[config.mk]
export PLATFORM = sky130hd
export DESIGN_NAME = float_divider_seq
export DESIGN_NICKNAME = d
export VERILOG_FILES = /design/src/rtl/float_divider_seq.sv
export SDC_FILE = /design/constraint.sdc
export NUM_CORES = 1
export LEC_CHECK = 0
export CORE_MARGIN = 3
export CORE_UTILIZATION = 30
export DETAILED_ROUTE_END_ITERATION = 7
export DONT_BUFFER_PORTS = 1
export PLACE_DENSITY = 0.44
export SLEW_MARGIN = 15
export SYNTH_ARGS = -nofsm -noshare
export SYNTH_HDL_FRONTEND = slang
export SYNTH_SLANG_ARGS = --single-unit
[constraint.sdc]
create_clock -name clk -period 5 [get_ports clk]
set_input_delay 0.25 -clock clk [delete_from_list [all_inputs] [get_ports clk]]
set_output_delay 0.25 -clock clk [all_outputs]
set_load 0.02 [all_outputs]
[src/rtl/float_divider_seq.sv]
// Iterative IEEE-754-style divider: restoring radix-2 mantissa division, one quotient bit per cycle,
// with special-operand handling, saturating over/underflow and valid/ready handshakes.
module float_divider_seq #(
  parameter int FLOAT_SIZE    = 32,
  parameter int EXPONENT_SIZE = 8,
  parameter int MANTISSA_SIZE = 23,
  parameter int BIAS          = 127
) (
  input  logic                  clk,
  input  logic                  rst_n,
  input  logic                  in_valid,
  output logic                  in_ready,
  input  logic [FLOAT_SIZE-1:0] a,
  input  logic [FLOAT_SIZE-1:0] b,
  output logic                  out_valid,
  input  logic                  out_ready,
  output logic [FLOAT_SIZE-1:0] out,
  output logic                  overflow,
  output logic                  underflow,
  output logic                  inexact,
  output logic                  div_by_zero,
  output logic                  invalid
);

  localparam int M  = MANTISSA_SIZE;
  localparam int E  = EXPONENT_SIZE;
  localparam int EW = E + 2;
  localparam int CW = $clog2(M + 2);

  localparam logic [FLOAT_SIZE-1:0] QNAN = {1'b0, {E{1'b1}}, 1'b1, {(M-1){1'b0}}};

  typedef enum logic [1:0] {
    IDLE      = 2'd0,
    DIVIDE    = 2'd1,
    NORMALIZE = 2'd2,
    DONE      = 2'd3
  } state_t;

  state_t                  state_q, state_d;
  logic [CW-1:0]           cnt_q, cnt_d;
  logic [M+1:0]            rem_q, rem_d;
  logic [M:0]              div_q, div_d;
  logic [M+1:0]            quo_q, quo_d;
  logic                    sign_q, sign_d;
  logic [E-1:0]            ea_q, ea_d;
  logic [E-1:0]            eb_q, eb_d;
  logic [FLOAT_SIZE-1:0]   out_q, out_d;
  logic                    ovf_q, ovf_d;
  logic                    unf_q, unf_d;
  logic                    inx_q, inx_d;
  logic                    dbz_q, dbz_d;
  logic                    inv_q, inv_d;

  logic         a_sign, b_sign;
  logic [E-1:0] a_exp, b_exp;
  logic [M-1:0] a_man, b_man;
  logic         a_zero, a_inf, a_nan;
  logic         b_zero, b_inf, b_nan;
  logic         res_sign;

  assign a_sign   = a[FLOAT_SIZE-1];
  assign b_sign   = b[FLOAT_SIZE-1];
  assign a_exp    = a[M +: E];
  assign b_exp    = b[M +: E];
  assign a_man    = a[M-1:0];
  assign b_man    = b[M-1:0];
  assign res_sign = a_sign ^ b_sign;

  // Denormals (exp==0) are flushed and classified as zero.
  assign a_zero = (a_exp == '0);
  assign b_zero = (b_exp == '0);
  assign a_inf  = (a_exp == '1) && (a_man == '0);
  assign b_inf  = (b_exp == '1) && (b_man == '0);
  assign a_nan  = (a_exp == '1) && (a_man != '0);
  assign b_nan  = (b_exp == '1) && (b_man != '0);

  logic                  spec_hit;
  logic [FLOAT_SIZE-1:0] spec_out;
  logic                  spec_inv;
  logic                  spec_dbz;

  always_comb begin
    spec_hit = 1'b1;
    spec_out = '0;
    spec_inv = 1'b0;
    spec_dbz = 1'b0;
    if (a_nan || b_nan || (a_zero && b_zero) || (a_inf && b_inf)) begin
      spec_out = QNAN;
      spec_inv = 1'b1;
    end else if (a_inf) begin
      spec_out = {res_sign, {E{1'b1}}, {M{1'b0}}};
    end else if (b_zero) begin
      spec_out = {res_sign, {E{1'b1}}, {M{1'b0}}};
      spec_dbz = 1'b1;
    end else if (a_zero || b_inf) begin
      spec_out = {res_sign, {(FLOAT_SIZE-1){1'b0}}};
    end else begin
      spec_hit = 1'b0;
    end
  end

  logic          div_ge;
  logic [M+1:0]  div_diff;

  assign div_ge   = (rem_q >= {1'b0, div_q});
  assign div_diff = rem_q - {1'b0, div_q};

  logic [M-1:0]  norm_man;
  logic          norm_adj;
  logic          norm_drop;
  logic          norm_inexact;
  logic [EW-1:0] exp_calc;
  logic          exp_ovf;
  logic          exp_unf;

  always_comb begin
    norm_man  = quo_q[M-1:0];
    norm_adj  = 1'b1;
    norm_drop = 1'b0;
    if (quo_q[M+1]) begin
      norm_man  = quo_q[M:1];
      norm_adj  = 1'b0;
      norm_drop = quo_q[0];
    end
    norm_inexact = norm_drop || (rem_q != '0);
    // Two guard bits keep the biased difference representable as a two's-complement value.
    exp_calc = {2'b00, ea_q} - {2'b00, eb_q} + EW'(BIAS) - EW'(norm_adj);
    exp_ovf  = !exp_calc[EW-1] && (exp_calc >= EW'((1 << E) - 1));
    exp_unf  = exp_calc[EW-1] || (exp_calc == '0);
  end

  always_comb begin
    state_d = state_q;
    cnt_d   = cnt_q;
    rem_d   = rem_q;
    div_d   = div_q;
    quo_d   = quo_q;
    sign_d  = sign_q;
    ea_d    = ea_q;
    eb_d    = eb_q;
    out_d   = out_q;
    ovf_d   = ovf_q;
    unf_d   = unf_q;
    inx_d   = inx_q;
    dbz_d   = dbz_q;
    inv_d   = inv_q;

    case (state_q)
      IDLE: begin
        if (in_valid) begin
          sign_d = res_sign;
          ea_d   = a_exp;
          eb_d   = b_exp;
          rem_d  = {1'b0, 1'b1, a_man};
          div_d  = {1'b1, b_man};
          quo_d  = '0;
          cnt_d  = '0;
          ovf_d  = 1'b0;
          unf_d  = 1'b0;
          inx_d  = 1'b0;
          if (spec_hit) begin
            out_d   = spec_out;
            dbz_d   = spec_dbz;
            inv_d   = spec_inv;
            state_d = DONE;
          end else begin
            out_d   = '0;
            dbz_d   = 1'b0;
            inv_d   = 1'b0;
            state_d = DIVIDE;
          end
        end
      end

      DIVIDE: begin
        rem_d = (div_ge ? div_diff : rem_q) << 1;
        quo_d = {quo_q[M:0], div_ge};
        cnt_d = cnt_q + CW'(1);
        if (cnt_q == CW'(M + 1)) begin
          state_d = NORMALIZE;
        end
      end

      NORMALIZE: begin
        state_d = DONE;
        if (exp_ovf) begin
          out_d = {sign_q, {E{1'b1}}, {M{1'b0}}};
          ovf_d = 1'b1;
          inx_d = 1'b1;
        end else if (exp_unf) begin
          out_d = {sign_q, {(FLOAT_SIZE-1){1'b0}}};
          unf_d = 1'b1;
          inx_d = 1'b1;
        end else begin
          out_d = {sign_q, exp_calc[E-1:0], norm_man};
          inx_d = norm_inexact;
        end
      end

      DONE: begin
        if (out_ready) begin
          state_d = IDLE;
        end
      end

      default: state_d = IDLE;
    endcase
  end

  always_ff @(posedge clk or negedge rst_n) begin
    if (!rst_n) begin
      state_q <= IDLE;
      cnt_q   <= '0;
      rem_q   <= '0;
      div_q   <= '0;
      quo_q   <= '0;
      sign_q  <= 1'b0;
      ea_q    <= '0;
      eb_q    <= '0;
      out_q   <= '0;
      ovf_q   <= 1'b0;
      unf_q   <= 1'b0;
      inx_q   <= 1'b0;
      dbz_q   <= 1'b0;
      inv_q   <= 1'b0;
    end else begin
      state_q <= state_d;
      cnt_q   <= cnt_d;
      rem_q   <= rem_d;
      div_q   <= div_d;
      quo_q   <= quo_d;
      sign_q  <= sign_d;
      ea_q    <= ea_d;
      eb_q    <= eb_d;
      out_q   <= out_d;
      ovf_q   <= ovf_d;
      unf_q   <= unf_d;
      inx_q   <= inx_d;
      dbz_q   <= dbz_d;
      inv_q   <= inv_d;
    end
  end

  assign in_ready    = (state_q == IDLE);
  assign out_valid   = (state_q == DONE);
  assign out         = out_q;
  assign overflow    = ovf_q;
  assign underflow   = unf_q;
  assign inexact     = inx_q;
  assign div_by_zero = dbz_q;
  assign invalid     = inv_q;

endmodule
==> impl_metrics.csv, run 1 <==
group,metric,value,unit
global_route,grtUsageTotal,15.97,%
hold_path,hold-path-cell-count,2,
logic_synthesis,syn_inst,861,
logic_synthesis,post_synth_edffs,0,
drt,route.vias.total,6518,
logic_synthesis,top_cell_type_s_share_of_synthesized_area,41.03,%
run_status,status,"completed",
final_layout,final_layout_size_suffix_gt1_share,10.99,%
drt,drt-wirelength-per-cell,18.36,um
drt,drt_first_iter_violations,357,
global_route,wire_length_of_the_first_global_routing_pass,36.70,mm
logic_synthesis,synth_fp_nets,977,
timing,post-route-worst-setup-slack,0.3505,ns
final_layout,fin_nets,1013,
logic_synthesis,synthTopCellsByCount,"135 x sky130_fd_sc_hd__dfrtp_1, 71 x sky130_fd_sc_hd__nand2_1, 58 x sky130_fd_sc_hd__inv_1",
timing,period_share,92.99,%
clocking,cts_max_level,4,
drt,antenna_violating_nets_post_route,0,
setup_path,cp_common_cell,"sky130_fd_sc_hd__inv_1",
floorplan,placeableCoreArea,26950,um^2
setup_path,reg2reg_to,"out[22]",
hold_path,holdCritStartpoint,"a[6]",
logic_synthesis,ys_warn_count,0,
hold_path,min_delay_worst_endpoint,"rem_q[6]",
floorplan,die_area,29470,um^2
timing,drv_slew,0,
drt,post_drt_via_cell_ratio,5.210,
setup_path,r2r_cells,17,
clocking,insertion_delay,0.43,ns
drt,met2WireLength,10.22,mm
drt,drc_errors,0,
clocking,cts.reportedPaths.clkPinSlew,0.07,ns
placed_design,placed_cells_incl_taps,1177,
setup_path,r2r_startpoint,"ea_q[0]",
setup_path,crit_fanout,23,
logic_synthesis,syn-mean-instance-area,9.562,um^2
logic_synthesis,yosys.area.top_type,"sky130_fd_sc_hd__dfrtp_1",
final_layout,number_of_cells_in_the_finished_layout_apart_from_fillers,1251,
clocking,cts_tree,"yes",
setup_path,worstPathArrival,4.92,ns
setup_path,worst_path_max_delay_cell,"sky130_fd_sc_hd__or4_1",
placed_design,dp_hpwl,16.61,mm
final_layout,postLayoutCoreUtil,35.90,%
floorplan,floorplan.die.width,171.7,um
clocking,ctsResizeCount,0,
drt,met3RoutedLength,1.016,mm
timing,relSlewSlack,28.87,%
drt,drt-met1-wl,11.39,mm
drt,top_layer,"met4",
global_route,overflow_left_after_global_routing,0,
timing,timing_hold_violations_final,0,
final_layout,regArea,3378,um^2
logic_synthesis,synth-main-ff-cell,"sky130_fd_sc_hd__dfrtp_1",
hold_path,worst_hold_path_type,"input port to flip-flop",
global_route,pin_count_of_the_biggest_net_entering_global_routing,136,
timing,fmax,215.1,MHz
logic_synthesis,netlist_area,8233,um^2
final_layout,fill_cells,2775,
placed_design,routabilityCongestion,0.8148,
timing,fin_setup_tns,0,ns
setup_path,timing.critical_path.cells,"inv_1, ha_1, inv_1, fa_1, and3_1, o21ai_2, and2_1, inv_1, ha_1, o21a_1, o32ai_1, or4_1, a21oi_2, a21boi_2, o41ai_4, nand4b_4, o221ai_1",
job,max_capacitance_violation_count,0,
final_layout,multi_input_area,4508,um^2
setup_path,timing.setup.critical_path_class,"flip-flop to flip-flop",
timing,unrepaired_setup_endpoints_after_global_routing,"no",
logic_synthesis,ys_seq_elements,135,
global_route,via_count_of_the_first_global_routing_pass,6530,
clocking,cts-buffers-inserted,17,
drt,totalWireLength,22.97,mm
logic_synthesis,asyncSetResetFlopFracSynth,100.0,%
timing,tightest_slew,1.067,ns
final_layout,area_growth_syn_to_layout,17.52,%
timing,timing.final.crit_period,4.649,ns
global_route,initial_antenna_violation_count,0,
timing,finalSetupViolations,0,
clocking,cts_root_cell,"sky130_fd_sc_hd__clkbuf_16",
setup_path,startpoint,"ea_q[0]",
logic_synthesis,synth.lib_cells_used.distinct,72,
setup_path,r2r_setup_slack,0.35,ns
placed_design,dpl_worst_slack,0.3679,ns
setup_path,cpPeakStageDelay,0.58,ns
setup_path,worst_setup_path_start_kind,"flip-flop",
logic_synthesis,synth.most_common_cell,"sky130_fd_sc_hd__dfrtp_1",
floorplan,row_count,60,
clocking,cts_buffer_depth,2,
logic_synthesis,synth_area_leaders,"sky130_fd_sc_hd__dfrtp_1 41%, sky130_fd_sc_hd__ha_1 6.8%, sky130_fd_sc_hd__mux2_2 5.5%",
logic_synthesis,part_of_the_yosys_area_used_for_sequential_elements,41.03,%
drt,dr.pass1.iters,4,
placed_design,port-buffer-count,0,
setup_path,critical_path.endpoint_type,"flip-flop",
floorplan,ioPinCount,107,
clocking,clock_sink_count,135,
final_layout,insertedDiodeCount,0,
floorplan,y_dimension_of_the_die,171.7,um
timing,skew,0.01912,ns
floorplan,initial_utilization,30.55,%
setup_path,worst-endpoint-required,5.27,ns
-- routing by layer --
layer / vias up / track usage (%)
li1: 3213 / -
met1: 3146 / 22.65
met2: 141 / 24.39
met3: 18 / 3.264
met4: 0 / 5.213
met5: - / 0
-- through the flow --
step / hold WS, ns / cell area [um^2]
2_1_floorplan: -0.04559 / 8233
3_3_place_gp: -0.03590 / 8606
3_5_place_dp: -0.03656 / 8606
4_1_cts: 0.01911 / 9676
5_1_grt: 0.05410 / 9676
6_report: 0.03533 / 9676
-- sequential cells by signal, indices dropped and copies added (netlist names) --
signal / flops
out: 32
quo_q: 25
rem_q: 25
div_q: 24
ea_q: 8
eb_q: 8
cnt_q: 5
state_q: 2
div_by_zero: 1
inexact: 1
invalid: 1
overflow: 1
sign_q: 1
underflow: 1
-- cells by family after synthesis --
kind of cell               share of synthesized area, %
DFF                                               41.03
xor gates and xnor gates                          3.192
AOI/OAI and AO/OA                                 20.33
adders and majority gates                         7.568
and+or+nand+nor                                   14.57
buffers and inverters                             4.544
muxes                                             8.754
-- critical path: cells and delay by family, from the launching register on --
kind / cells / cell delay [ns]
buffers and inverters: 3 / 0.20
adders and majority gates: 3 / 0.88
AOI/OAI and AO/OA: 7 / 1.46
DFF: 1 / 0.38
and+or+nand+nor: 4 / 1.57
-- area by class of cell --
cell class / instances / share of cell area (%)
Multi-Input combinational cell: 633 / 46.59
Sequential cell: 135 / 34.92
Timing Repair Buffer: 52 / 5.302
Clock buffer: 20 / 4.720
Tap cell: 341 / 4.410
Inverter: 58 / 2.250
Clock inverter: 12 / 1.810
-- worst max path at each step --
stage,endpoint,slack (ns),depth (start not counted)
floorplan,out[10],1.00,19
global placement,out[22],0.47,17
detailed placement,out[22],0.37,17
CTS,out[22],0.34,17
global route,out[22],0.03,17
finish,out[22],0.35,17
-- layout by cell type (no fill, tap or decap), drive strengths merged, types with 4 or more instances in the layout --
cell type,netlist,routed
a211oi,17,17
clkinv,0,5
dfrtp,135,135
a21oi,51,51
nor3,17,17
nor2b,16,16
nand3,11,11
a31oi,5,5
xnor2,12,12
ha,45,45
or3,4,4
mux2i,27,27
xor2,15,15
mux2,40,40
o21a,7,7
nand2b,7,7
nor2,56,56
a21o,20,20
and3,7,7
o21bai,6,6
a21boi,5,5
dlygate4sd3,0,41
o21ai,74,74
buf,10,11
nand4,10,10
nor4,24,24
inv,58,58
a22o,27,27
a221oi,4,4
nand2,71,71
clkbuf,25,20
bufinv,0,4
-- timing repair --
item                                   4_1_cts  5_1_grt
hold buffers                                42        0
buffers inserted                             0        0
endpoints found under the hold margin      175        0
Power of run 1 is left out: the tool's default activity adds up to more than one toggle a clock period on the data nets, which glitch-free logic cannot reach.
==> run 2: changes to the inputs <==
--- a/config.mk
+++ b/config.mk
@@ -10,6 +10,7 @@
 export DETAILED_ROUTE_END_ITERATION = 7
 export DONT_BUFFER_PORTS = 1
 export PLACE_DENSITY = 0.44
+export RECOVER_POWER = 50
 export SLEW_MARGIN = 15
 export SYNTH_ARGS = -nofsm -noshare
 export SYNTH_HDL_FRONTEND = slang
==> run 2 against run 1 <==
Final cell count is the same. Core utilization down 0.083 points. Via count decreased by 0.23%. Worst hold slack worse by 0.0021 ns. Clock skew is 0.00060 ns higher. Critical path type unchanged. Setup slack got worse by 0.011 ns. The flow now finishes with violations (max-capacitance violations, max-slew violations). Critical path depth did not move. Flip-flop and latch count unchanged. Wire length shrank 0.23%.
==> impl_metrics.csv, run 2 (same netlist as run 1, synthesis figures left out) <==
group,metric,value,unit
setup_path,worst_path_max_delay_cell,"sky130_fd_sc_hd__or4_1",
floorplan,ioPinCount,107,
drt,post_drt_via_cell_ratio,5.198,
timing,finalSetupViolations,0,
floorplan,floorplan.die.width,171.7,um
clocking,cts_buffer_depth,2,
setup_path,worstPathArrival,4.93,ns
drt,drt-wirelength-per-cell,18.32,um
final_layout,area_growth_syn_to_layout,17.25,%
global_route,overflow_left_after_global_routing,0,
setup_path,worst_setup_path_start_kind,"flip-flop",
setup_path,critical-path-top-delay-family,"simple AND/OR/NAND/NOR gates",
clocking,insertion_delay,0.43,ns
setup_path,worst-endpoint-required,5.27,ns
setup_path,path_buf_inv,3,
run_status,status,"complete, but fails checks",
setup_path,crit_fanout,23,
setup_path,timing.critical_path.cells,"inv_1, ha_1, inv_1, fa_1, and3_1, o21ai_2, and2_1, inv_1, ha_1, o21a_1, o32ai_1, or4_1, a21oi_2, a21boi_2, o41ai_4, nand4b_4, o221ai_1",
timing,unrepaired_setup_endpoints_after_global_routing,"no",
clocking,cts_tree,"yes",
global_route,grtUsageTotal,15.97,%
final_layout,largest_register_ff_count,32,
clocking,clock_sink_count,135,
clocking,ctsResizeCount,0,
floorplan,placeableCoreArea,26950,um^2
final_layout,fin_nets,1013,
drt,dr.pass1.iters,4,
clocking,cts_max_level,4,
drt,antenna_violating_nets_post_route,0,
timing,timing.final.crit_period,4.661,ns
final_layout,mostFrequentLayoutCell,"sky130_fd_sc_hd__dfrtp_1",
global_route,via_count_of_the_first_global_routing_pass,6530,
timing,period_share,93.21,%
final_layout,final_layout_size_suffix_gt1_share,10.99,%
global_route,wire_length_of_the_first_global_routing_pass,36.70,mm
setup_path,cp_common_cell,"sky130_fd_sc_hd__inv_1",
placed_design,port-buffer-count,0,
timing,fin_setup_tns,0,ns
timing,whs,0.03326,ns
clocking,cts.reportedPaths.clkPinSlew,0.07,ns
floorplan,die_area,29470,um^2
placed_design,dp_hpwl,16.61,mm
drt,totalWireLength,22.92,mm
final_layout,layout.cells.most_common_list,"135 x sky130_fd_sc_hd__dfrtp_1, 70 x sky130_fd_sc_hd__nand2_1, 58 x sky130_fd_sc_hd__inv_1, 55 x sky130_fd_sc_hd__nor2_1, 50 x sky130_fd_sc_hd__a21oi_1",
global_route,initial_antenna_violation_count,0,
floorplan,y_dimension_of_the_die,171.7,um
clocking,cts_hold_repair.buffers,42,
clocking,cts_root_cell,"sky130_fd_sc_hd__clkbuf_16",
floorplan,row_count,60,
placed_design,routabilityCongestion,0.8148,
drt,route.vias.total,6503,
timing,drv_slew,136,
setup_path,timing.setup.critical_path_class,"flip-flop to flip-flop",
run_status,failed_checks,"max-capacitance violations, max-slew violations",
setup_path,critical_path.endpoint_type,"flip-flop",
timing,tightest_slew,3.511,ns
timing,timing_hold_violations_final,0,
floorplan,initial_utilization,30.55,%
drt,drc_errors,0,
timing,relSlewSlack,-134.1,%
job,max_capacitance_violation_count,1,
final_layout,fill_cells,2776,
timing,skew,0.01972,ns
hold_path,worst_hold_path_type,"input port to flip-flop",
drt,drt_first_iter_violations,339,
clocking,cts-buffers-inserted,17,
clocking,post-cts-setup-buffer-count,0,
global_route,pin_count_of_the_biggest_net_entering_global_routing,136,
final_layout,insertedDiodeCount,0,
timing,fmax,214.6,MHz
setup_path,cpPeakStageDelay,0.58,ns
[run 2: changes by cell type in the layout (fill, tap and decap cells not counted), sizes merged]
cell,previous run,this run
buf,11,10
clkbuf,20,21
[run 2: cell type report]
cell class / count / area [um^2] / area share (%)
clock buffer: 20 / 456.7 / 4.731
clock inverter: 12 / 175.2 / 1.815
inverter: 58 / 217.7 / 2.255
multi-input combinational: 633 / 4508 / 46.70
sequential: 135 / 3378 / 35.00
tap: 341 / 426.7 / 4.420
timing repair buffer: 52 / 490.5 / 5.081
[run 2: routing by layer]
| layer | GRT usage [%] | up-vias | part of all wire [%] | routed length [um] |
|---|---|---|---|---|
| met5 | 0 | - | 0 | 0 |
| met4 | 5.213 | 0 | 1.5 | 350 |
| met3 | 3.264 | 18 | 4.5 | 1027 |
| met2 | 24.39 | 123 | 45 | 10260 |
| met1 | 22.65 | 3149 | 49 | 11290 |
| li1 | - | 3213 | - | - |
[run 2: worst paths after layout]
path / slack (ns) / end / startpoint / depth (start not counted)
max: 0.34 / out[22] / ea_q[0] / 17
max reg2reg: 0.34 / out[22] / ea_q[0] / 17
max in group asynchronous: 1.27 / underflow / rst_n / 2
min in group asynchronous: 1.60 / out[17] / rst_n / 2
min reg2reg: 0.49 / div_q[23] / div_q[23] / 2
min: 0.03 / rem_q[6] / a[6] / 2
[run 2: per-stage QoR]
step           setup WS [ns]  instance area (um^2)  std cells  util (%)
6_report              0.3393                  9653       1251     35.82
5_1_grt              0.03130                  9653       1251     35.82
4_1_cts               0.3382                  9676       1251     35.90
3_5_place_dp          0.3679                  8606       1177     31.93
3_3_place_gp          0.4679                  8606       1177     31.93
2_1_floorplan          1.001                  8233        861         -
Power of run 2 is left out for the same reason.
==> run 3: changes to the inputs <==
==> constraint.sdc (replaced) <==
create_clock -name clk -period 5 [get_ports clk]
set_input_delay 0.5 -clock clk [delete_from_list [all_inputs] [get_ports clk]]
set_output_delay 0.5 -clock clk [all_outputs]
set_load 0.02 [all_outputs]
==> run 3 against run 2 <==
The run still ends with max-capacitance violations, max-slew violations left. Non-clock buffer count down 41. Sequential share of layout area up 1.6 points. Global-route usage down 0.22 points. Cell area down 4.3%. Die area unchanged. Wire length down 0.81%. Clock skew up 0.0010 ns. Register-to-register slack about the same. Critical path type unchanged. Highest routed layer unchanged.
==> impl_metrics.csv, run 3 (same netlist as run 1, synthesis figures left out) <==
group,metric,value,unit
final_layout,final_area,9243,um^2
global_route,wire_length_of_the_first_global_routing_pass,36.01,mm
timing,fin_setup_tns,0,ns
final_layout,layout.cells.most_common_list,"135 x sky130_fd_sc_hd__dfrtp_1, 70 x sky130_fd_sc_hd__nand2_1, 58 x sky130_fd_sc_hd__inv_1, 55 x sky130_fd_sc_hd__nor2_1, 50 x sky130_fd_sc_hd__a21oi_1",
drt,drc_errors,0,
floorplan,y_dimension_of_the_die,171.7,um
timing,fmax,215.1,MHz
global_route,pin_count_of_the_biggest_net_entering_global_routing,136,
placed_design,port-buffer-count,0,
drt,drt-wirelength-per-cell,18.79,um
clocking,cts.reportedPaths.clkPinSlew,0.06,ns
final_layout,mostFrequentLayoutCell,"sky130_fd_sc_hd__dfrtp_1",
clocking,cts_root_cell,"sky130_fd_sc_hd__clkbuf_16",
setup_path,cpPeakStageDelay,0.59,ns
run_status,status,"complete, but fails checks",
hold_path,worst_hold_path_type,"input port to flip-flop",
timing,drv_slew,136,
timing,timing_hold_violations_final,0,
timing,skew,0.02077,ns
global_route,via_count_of_the_first_global_routing_pass,6309,
setup_path,worst-endpoint-required,5.27,ns
floorplan,ioPinCount,107,
setup_path,crit_fanout,23,
timing,timing.final.crit_period,4.650,ns
final_layout,fin_nets,972,
global_route,grtUsageTotal,15.75,%
final_layout,largest_register_ff_count,32,
placed_design,routabilityCongestion,0.8148,
timing,finalSetupViolations,0,
clocking,insertion_delay,0.43,ns
clocking,cts-buffers-inserted,17,
setup_path,worst_path_max_delay_cell,"sky130_fd_sc_hd__or4_1",
global_route,initial_antenna_violation_count,0,
drt,post_drt_via_cell_ratio,5.266,
timing,relSlewSlack,-134.6,%
final_layout,number_of_cells_in_the_finished_layout_apart_from_fillers,1210,
setup_path,worstPathArrival,4.92,ns
setup_path,cp_common_cell,"sky130_fd_sc_hd__inv_1",
drt,totalWireLength,22.74,mm
timing,tightest_slew,3.519,ns
final_layout,area_growth_syn_to_layout,12.26,%
setup_path,critical_path.endpoint_type,"flip-flop",
final_layout,insertedDiodeCount,0,
clocking,cts_max_level,4,
job,max_capacitance_violation_count,1,
floorplan,die_area,29470,um^2
drt,route.vias.total,6372,
timing,unrepaired_setup_endpoints_after_global_routing,"no",
final_layout,final_layout_size_suffix_gt1_share,11.51,%
clocking,ctsResizeCount,0,
placed_design,dp_hpwl,16.61,mm
floorplan,floorplan.die.width,171.7,um
clocking,clock_sink_count,135,
run_status,failed_checks,"max-capacitance violations, max-slew violations",
clocking,cts_buffer_depth,2,
global_route,overflow_left_after_global_routing,0,
placed_design,placedInstanceArea,8606,um^2
floorplan,placeableCoreArea,26950,um^2
floorplan,row_count,60,
floorplan,initial_utilization,30.55,%
drt,drt_first_iter_violations,373,
setup_path,timing.setup.critical_path_class,"flip-flop to flip-flop",
setup_path,worst_setup_path_start_kind,"flip-flop",
drt,antenna_violating_nets_post_route,0,
drt,dr.pass1.iters,4,
placed_design,placed_cells_incl_taps,1177,
setup_path,timing.critical_path.cells,"inv_1, ha_1, inv_1, fa_1, and3_1, o21ai_2, and2_1, inv_1, ha_1, o21a_1, o32ai_1, or4_1, a21oi_2, a21boi_2, o41ai_4, nand4b_4, o221ai_1",
clocking,cts_tree,"yes",
timing,period_share,93.00,%
-- run 3: cell types whose count changed in the layout (fill, tap and decap cells not counted) --
cell,change
sky130_fd_sc_hd__dlygate4sd3_1,-41
-- run 3: timing repair --
| item | 4_1_cts | 5_1_grt |
|---|---|---|
| endpoints found under the hold margin | 135 | 0 |
| endpoints found under the setup margin | 0 | 0 |
| hold buffers | 1 | 0 |
| setup buffers | 0 | 0 |
-- run 3: cell type report --
| class | instances | area (um^2) |
|---|---|---|
| clock inverter | 12 | 175.2 |
| tap | 341 | 426.7 |
| clock buffer | 20 | 456.7 |
| fill | 2790 | 17710 |
| multi-input combinational | 633 | 4508 |
| sequential | 135 | 3378 |
| timing repair buffer | 11 | 80.08 |
| inverter | 58 | 217.7 |
-- run 3: path summary, 6_finish.rpt --
path	from	end	slack, ns	depth (start not counted)
min in group asynchronous	rst_n	quo_q[2]	1.21	1
min	a[0]	rem_q[0]	0.20	2
min reg2reg	div_q[23]	div_q[23]	0.49	2
max in group asynchronous	rst_n	underflow	1.65	1
max	ea_q[0]	out[22]	0.35	17
max reg2reg	ea_q[0]	out[22]	0.35	17
-- run 3: routing by layer --
metal	part of all wire [%]	vias up	global-route usage, %
met5	0	-	0
met4	0.99	0	4.514
met3	4.8	12	3.677
met2	45	118	24.22
met1	49	3113	22.16
li1	-	3129	-
-- run 3: critical path: cells and delay by family, from the launching register on --
| kind | cells | cell delay (ns) |
|---|---|---|
| fa+ha+maj | 3 | 0.88 |
| buf+inv | 3 | 0.20 |
| flops | 1 | 0.38 |
| compound gates | 7 | 1.46 |
| simple gates | 4 | 1.58 |
-- run 3: stage by stage --
step	setup WS (ns)	utilization (%)	hold slack, ns
4_1_cts	0.3382	34.38	0.1069
3_3_place_gp	0.4679	31.93	0.2141
5_1_grt	0.03539	34.29	0.1928
3_5_place_dp	0.3679	31.93	0.2134
2_1_floorplan	1.001	-	0.2044
6_report	0.3502	34.29	0.2046
Power of run 3 is left out for the same reason.
